File: config.mk
export PLATFORM = sky130hd
export DESIGN_NAME = l1_lane_arbiter
export DESIGN_NICKNAME = d
export VERILOG_FILES = /design/src/rtl/l1_mux_pkg.sv /design/src/rtl/rr_pick2.sv /design/src/rtl/l1_lane_arbiter.sv
export SDC_FILE = /design/constraint.sdc
export NUM_CORES = 1
export LEC_CHECK = 0
export BUFFER_PORTS_ARGS = -buffer_cell sky130_fd_sc_hd__buf_4
export CAP_MARGIN = 40
export CORE_MARGIN = 3
export CORE_UTILIZATION = 54
export DETAILED_ROUTE_END_ITERATION = 7
export PLACE_DENSITY = 0.86
export REMOVE_ABC_BUFFERS = 1
export SYNTH_ARGS = -nofsm -noshare
export SYNTH_HDL_FRONTEND = slang
export SYNTH_SLANG_ARGS = --single-unit
File: constraint.sdc
create_clock -name clk_f -period 5.1 [get_ports clk_f]
set_input_delay 0.51 -clock clk_f [delete_from_list [all_inputs] [get_ports clk_f]]
set_output_delay 0.51 -clock clk_f [all_outputs]
set_load 0.005 [all_outputs]
File: src/rtl/l1_mux_pkg.sv
// Shared definitions for the L1 lane mux / arbiter / demux blocks.
// Holds the lane payload width, the lane count, the 2-bit lane index
// type, the 4-bit lane mask type and a modulo-4 lane increment helper.
package l1_mux_pkg;

    localparam int DATA_W  = 8;
    localparam int N_LANES = 4;

    typedef logic [1:0] lane_idx_t;
    typedef logic [3:0] lane_mask_t;

    // Next lane in round-robin order; the 2-bit width gives the wrap 3 -> 0.
    function automatic lane_idx_t lane_inc(input lane_idx_t idx);
        return idx + 2'd1;
    endfunction

endpackage

File: src/rtl/rr_pick2.sv
// Combinational round-robin picker that selects up to two lanes.
// Ports:
//   elig  in  4 : per-lane eligibility
//   ptr   in  2 : lane that is scanned first
//   gnt_a out 4 : one-hot, first eligible lane in scan order
//   gnt_b out 4 : one-hot, second eligible lane in scan order
//   idx_a out 2 : index of gnt_a
//   idx_b out 2 : index of gnt_b
//   cnt   out 2 : number of grants (0..2)
module rr_pick2
    import l1_mux_pkg::*;
(
    input  logic [3:0] elig,
    input  logic [1:0] ptr,
    output logic [3:0] gnt_a,
    output logic [3:0] gnt_b,
    output logic [1:0] idx_a,
    output logic [1:0] idx_b,
    output logic [1:0] cnt
);

    lane_idx_t lane_s;
    logic      found_a_s;
    logic      found_b_s;

    // Scan ptr, ptr+1, ptr+2, ptr+3 and take the first two eligible lanes.
    always_comb begin
        lane_s    = 2'd0;
        found_a_s = 1'b0;
        found_b_s = 1'b0;
        idx_a     = 2'd0;
        idx_b     = 2'd0;
        for (int k = 0; k < 4; k++) begin
            lane_s = ptr + 2'(k);
            if (elig[lane_s] && !found_a_s) begin
                found_a_s = 1'b1;
                idx_a     = lane_s;
            end else if (elig[lane_s] && !found_b_s) begin
                found_b_s = 1'b1;
                idx_b     = lane_s;
            end else begin
                found_b_s = found_b_s;
            end
        end
    end

    // Expand indices into one-hot grants and a grant count.
    always_comb begin
        if (found_a_s) begin
            gnt_a = 4'b0001 << idx_a;
        end else begin
            gnt_a = 4'b0000;
        end
        if (found_b_s) begin
            gnt_b = 4'b0001 << idx_b;
            cnt   = 2'd2;
        end else begin
            gnt_b = 4'b0000;
            cnt   = found_a_s ? 2'd1 : 2'd0;
        end
    end

endmodule

File: src/rtl/l1_lane_arbiter.sv
// Round-robin arbiter sharing two registered output slots among four
// input lanes with valid/ready handshakes and a run-time lane enable mask.
// Ports:
//   clk_f, reset            : clock, synchronous active-high reset
//   data_0..3 / valid_0..3  : input lane payloads and valids
//   ready_0..3              : combinational per-lane grant
//   lane_en                 : lane enable mask
//   out_ready               : downstream accepts the output slots
//   data_00/valid_00        : registered slot 0 (first grant)
//   data_11/valid_11        : registered slot 1 (second grant)
module l1_lane_arbiter #(
    parameter int DATA_W  = 8,
    parameter int N_LANES = 4
) (
    input  logic              clk_f,
    input  logic              reset,
    input  logic [DATA_W-1:0] data_0,
    input  logic [DATA_W-1:0] data_1,
    input  logic [DATA_W-1:0] data_2,
    input  logic [DATA_W-1:0] data_3,
    input  logic              valid_0,
    input  logic              valid_1,
    input  logic              valid_2,
    input  logic              valid_3,
    output logic              ready_0,
    output logic              ready_1,
    output logic              ready_2,
    output logic              ready_3,
    input  logic [3:0]        lane_en,
    input  logic              out_ready,
    output logic [DATA_W-1:0] data_00,
    output logic [DATA_W-1:0] data_11,
    output logic              valid_00,
    output logic              valid_11
);
    import l1_mux_pkg::lane_idx_t;
    import l1_mux_pkg::lane_mask_t;
    import l1_mux_pkg::lane_inc;

    logic [DATA_W-1:0]  lane_data_s [4];
    lane_mask_t         elig_s;
    logic [3:0]         gnt_a_s;
    logic [3:0]         gnt_b_s;
    lane_idx_t          idx_a_s;
    lane_idx_t          idx_b_s;
    logic [1:0]         cnt_s;
    logic [N_LANES-1:0] ready_s;

    lane_idx_t          ptr_r;
    lane_idx_t          ptr_nxt_s;
    logic [DATA_W-1:0]  data_00_r;
    logic [DATA_W-1:0]  data_11_r;
    logic               valid_00_r;
    logic               valid_11_r;
    logic [DATA_W-1:0]  data_00_nxt_s;
    logic [DATA_W-1:0]  data_11_nxt_s;
    logic               valid_00_nxt_s;
    logic               valid_11_nxt_s;

    assign lane_data_s[0] = data_0;
    assign lane_data_s[1] = data_1;
    assign lane_data_s[2] = data_2;
    assign lane_data_s[3] = data_3;

    // Eligibility is forced empty while stalled or in reset, so no grants issue.
    always_comb begin
        if (!reset && out_ready) begin
            elig_s = {valid_3, valid_2, valid_1, valid_0} & lane_en;
        end else begin
            elig_s = 4'b0000;
        end
    end

    rr_pick2 u_pick (
        .elig  (elig_s),
        .ptr   (ptr_r),
        .gnt_a (gnt_a_s),
        .gnt_b (gnt_b_s),
        .idx_a (idx_a_s),
        .idx_b (idx_b_s),
        .cnt   (cnt_s)
    );

    assign ready_s  = gnt_a_s | gnt_b_s;
    assign ready_0  = ready_s[0];
    assign ready_1  = ready_s[1];
    assign ready_2  = ready_s[2];
    assign ready_3  = ready_s[3];

    // Next slot contents and pointer; a lone grant always lands in slot 0.
    always_comb begin
        data_00_nxt_s  = {DATA_W{1'b0}};
        data_11_nxt_s  = {DATA_W{1'b0}};
        valid_00_nxt_s = 1'b0;
        valid_11_nxt_s = 1'b0;
        ptr_nxt_s      = ptr_r;
        case (cnt_s)
            2'd1: begin
                data_00_nxt_s  = lane_data_s[idx_a_s];
                valid_00_nxt_s = 1'b1;
                ptr_nxt_s      = lane_inc(idx_a_s);
            end
            2'd2: begin
                data_00_nxt_s  = lane_data_s[idx_a_s];
                valid_00_nxt_s = 1'b1;
                data_11_nxt_s  = lane_data_s[idx_b_s];
                valid_11_nxt_s = 1'b1;
                ptr_nxt_s      = lane_inc(idx_b_s);
            end
            default: begin
                ptr_nxt_s = ptr_r;
            end
        endcase
    end

    // Output slots and pointer load only when downstream accepts; else hold.
    always_ff @(posedge clk_f) begin
        if (reset) begin
            data_00_r  <= {DATA_W{1'b0}};
            data_11_r  <= {DATA_W{1'b0}};
            valid_00_r <= 1'b0;
            valid_11_r <= 1'b0;
            ptr_r      <= 2'd0;
        end else if (out_ready) begin
            data_00_r  <= data_00_nxt_s;
            data_11_r  <= data_11_nxt_s;
            valid_00_r <= valid_00_nxt_s;
            valid_11_r <= valid_11_nxt_s;
            ptr_r      <= ptr_nxt_s;
        end
    end

    assign data_00  = data_00_r;
    assign data_11  = data_11_r;
    assign valid_00 = valid_00_r;
    assign valid_11 = valid_11_r;

endmodule

==> results.cfg <==
[synth]
yosys_warnings = 0
synth_commonest_cells = 26 x sky130_fd_sc_hd__nand2_1, 20 x sky130_fd_sc_hd__a21oi_1, 20 x sky130_fd_sc_hd__dfxtp_1
yosysMostFrequentCell = sky130_fd_sc_hd__nand2_1
yosys.area.top_type = sky130_fd_sc_hd__dfxtp_1
synth_area_sq_um = 1810
ys_dominant_reg_cell = sky130_fd_sc_hd__dfxtp_1
synthDominantCellAreaShare = 0.221
ys_seq_area_frac = 0.221
syn_inst = 230
synth_area_per_cell_sq_um = 7.89
synth_enable_flop_cells = 0
yosys_register_bits = 20
async_reset_ff_frac = 0
ys_types = 47
post_synth_main_area_contributors = sky130_fd_sc_hd__dfxtp_1 22%, sky130_fd_sc_hd__a211oi_1 7.0%, sky130_fd_sc_hd__a21oi_1 5.5%

[critical_path]
critPathKind = in2out
startpoint = reset
cp_data_required_time_ps = 4590
timing.critical_path.fanout_max = 28
regToRegStartpoint = ptr_r[0]$_SDFFE_PP0P_
crit_arrival_ps = 2860
critical_path.startpoint_type = primary input
endpoint_kind = primary output

[detailed_routing]
postRouteWirelength_mm = 5.43
routed_via_density = 6.46
detail_route.wl_per_cell_um = 16.8
routed_via_count = 2086
drt.antenna.violating_nets = 0
drt_first_iter_violations = 311
detailedRoute.firstPassIterationCount = 5
residual_drc = 0

[flow_run]
max_cap_viol_count = 0

[floorplan]
start_util = 0.580
rows = 20
floorplan.io_pins = 65
floorplan.die.width_um = 64.0
core_sq_um = 3130
dieArea_sq_um = 4090
die_height_um = 64.0

[clock_tree]
cts_root_buf = sky130_fd_sc_hd__clkbuf_4
post_cts_hold_buffer_count = 0
tritoncts_num_sinks = 20
numCtsBuffers = 3
cts_setup_buffers = 0
clock_path_buffers = 2
h-tree-depth = 1
clk-insertion-delay-late_ps = 300
clk_transition_reported_paths_ps = 120
post_cts_resized = 0
tritoncts = yes

[timing]
final-max-slew-violation-count = 0
final.hold.worst_slack_ps = 457
finClkSkew_ps = 4.01
timing_worst_slew_pin_value_ps = 916
layout_min_cycle_time_ps = 3370
grt_setup_unrepaired = false
clock.fmax_mhz = 297
finalCritPeriodShare = 0.661
fin_setup_tns_ps = 0
timing.final.hold_violations = 0
setup_viol = 0
slew_headroom = 0.389

[power]
power_density_nw_per_um2 = 169
total_power_w = 0.000383
vdd.ir_drop.worst_mv = 0.173
p_leak_nw = 0.876

[global_route]
grt_max_degree = 29
initial_antenna_violation_count = 0
grt_usage = 0.257
first_global_vias = 1885
grt_pass1_wl_mm = 8.66
grt-ovfl-total = 0

[placement]
place.gp.congestion = 0.963
numPortBuffers = 64
post-dp-hpwl_mm = 3.92
dp.cells = 319

[layout]
final_net_count = 323
share_of_post_route_cells_with_drive_strength_above_1 = 0.319
fin_cells = 323
syn_to_final_growth_pct = 24.5
antenna-diode-count = 0

[min_path]
hold_path.class = in2reg
holdCritStartpoint = data_1[2]

[run_status]
status = completed
==> through the flow <==
stage | setup slack (ps) | utilization | instance area (sq um)
2_1_floorplan | 2500 | - | 1690
3_3_place_gp | 1850 | 0.710 | 2220
3_5_place_dp | 1810 | 0.710 | 2220
4_1_cts | 1800 | 0.722 | 2260
5_1_grt | 1560 | 0.722 | 2260
6_report | 1730 | 0.722 | 2260
==> cell families after synthesis <==
| group | share of synthesized area |
|---|---|
| adder cells (fa/ha/maj) | 0.00621 |
| AO/OA/AOI/OAI | 0.445 |
| AND/OR/NAND/NOR | 0.243 |
| XOR/XNOR | 0.00483 |
| flip-flops | 0.221 |
| buffers and inverters | 0.0745 |
| multiplexers | 0.00552 |
==> layer usage <==
layer / wire [um] / GRT usage / vias up
met5: 0 / 0 / -
met4: 44 / 0.0593 / 0
met3: 466 / 0.0545 / 8
met2: 2670 / 0.413 / 112
met1: 2250 / 0.350 / 965
li1: - / - / 1001
==> sequential cells by signal (all words and copies together), names as in the netlist <==
register  cells
ptr_r         2
data_11       8
valid_11      1
data_00       8
valid_00      1
==> final timing paths <==
check | to | cells after the start | slack [ps]
hold / removal | data_11[2]$_SDFFE_PP0P_ | 3 | 460
setup / recovery | ready_0 | 7 | 1730
setup reg to reg | data_11[5]$_SDFFE_PP0P_ | 6 | 2570
hold reg to reg | data_00[7]$_SDFFE_PP0P_ | 2 | 480
==> report_power, final <==
part           total (W)  switching (W)  internal (W)
Combinational   0.000115      0.0000573     0.0000579
Sequential      0.000173      0.0000107      0.000163
Clock          0.0000943      0.0000507     0.0000436
Total           0.000383       0.000119      0.000264
==> layout make-up <==
cell class                 instances  area, sq um
multi-input combinational        189         1280
fill                             263          870
timing repair buffer              64          480
sequential                        20          400
tap                               44         55.1
clock buffer                       4         36.3
inverter                           2         7.51
==> placed cells by master, fill, tap and decap left out, types with 3 or more instances in the layout <==
cell                        count
sky130_fd_sc_hd__a22oi_1        3
sky130_fd_sc_hd__a21boi_0       8
sky130_fd_sc_hd__nand2_1       26
sky130_fd_sc_hd__nand2b_1       9
sky130_fd_sc_hd__o21ai_1        4
sky130_fd_sc_hd__and4b_1        4
sky130_fd_sc_hd__a2111oi_0      8
sky130_fd_sc_hd__a21oi_1       20
sky130_fd_sc_hd__o221ai_1       8
sky130_fd_sc_hd__dfxtp_1       20
sky130_fd_sc_hd__buf_4         64
sky130_fd_sc_hd__clkbuf_4       3
sky130_fd_sc_hd__o221a_2        8
sky130_fd_sc_hd__o21ai_0       12
sky130_fd_sc_hd__nor2b_1       10
sky130_fd_sc_hd__a211oi_1      17
sky130_fd_sc_hd__nor2_1        18
==> critical path, stage by stage <==
cell,delay (ps)
sky130_fd_sc_hd__buf_4,200
sky130_fd_sc_hd__nand4b_1,550
sky130_fd_sc_hd__nor2_1,410
sky130_fd_sc_hd__o22ai_1,110
sky130_fd_sc_hd__a22oi_1,690
sky130_fd_sc_hd__o21ai_0,190
sky130_fd_sc_hd__buf_4,180
No activity file was read; power rests on OpenSTA's default activity.
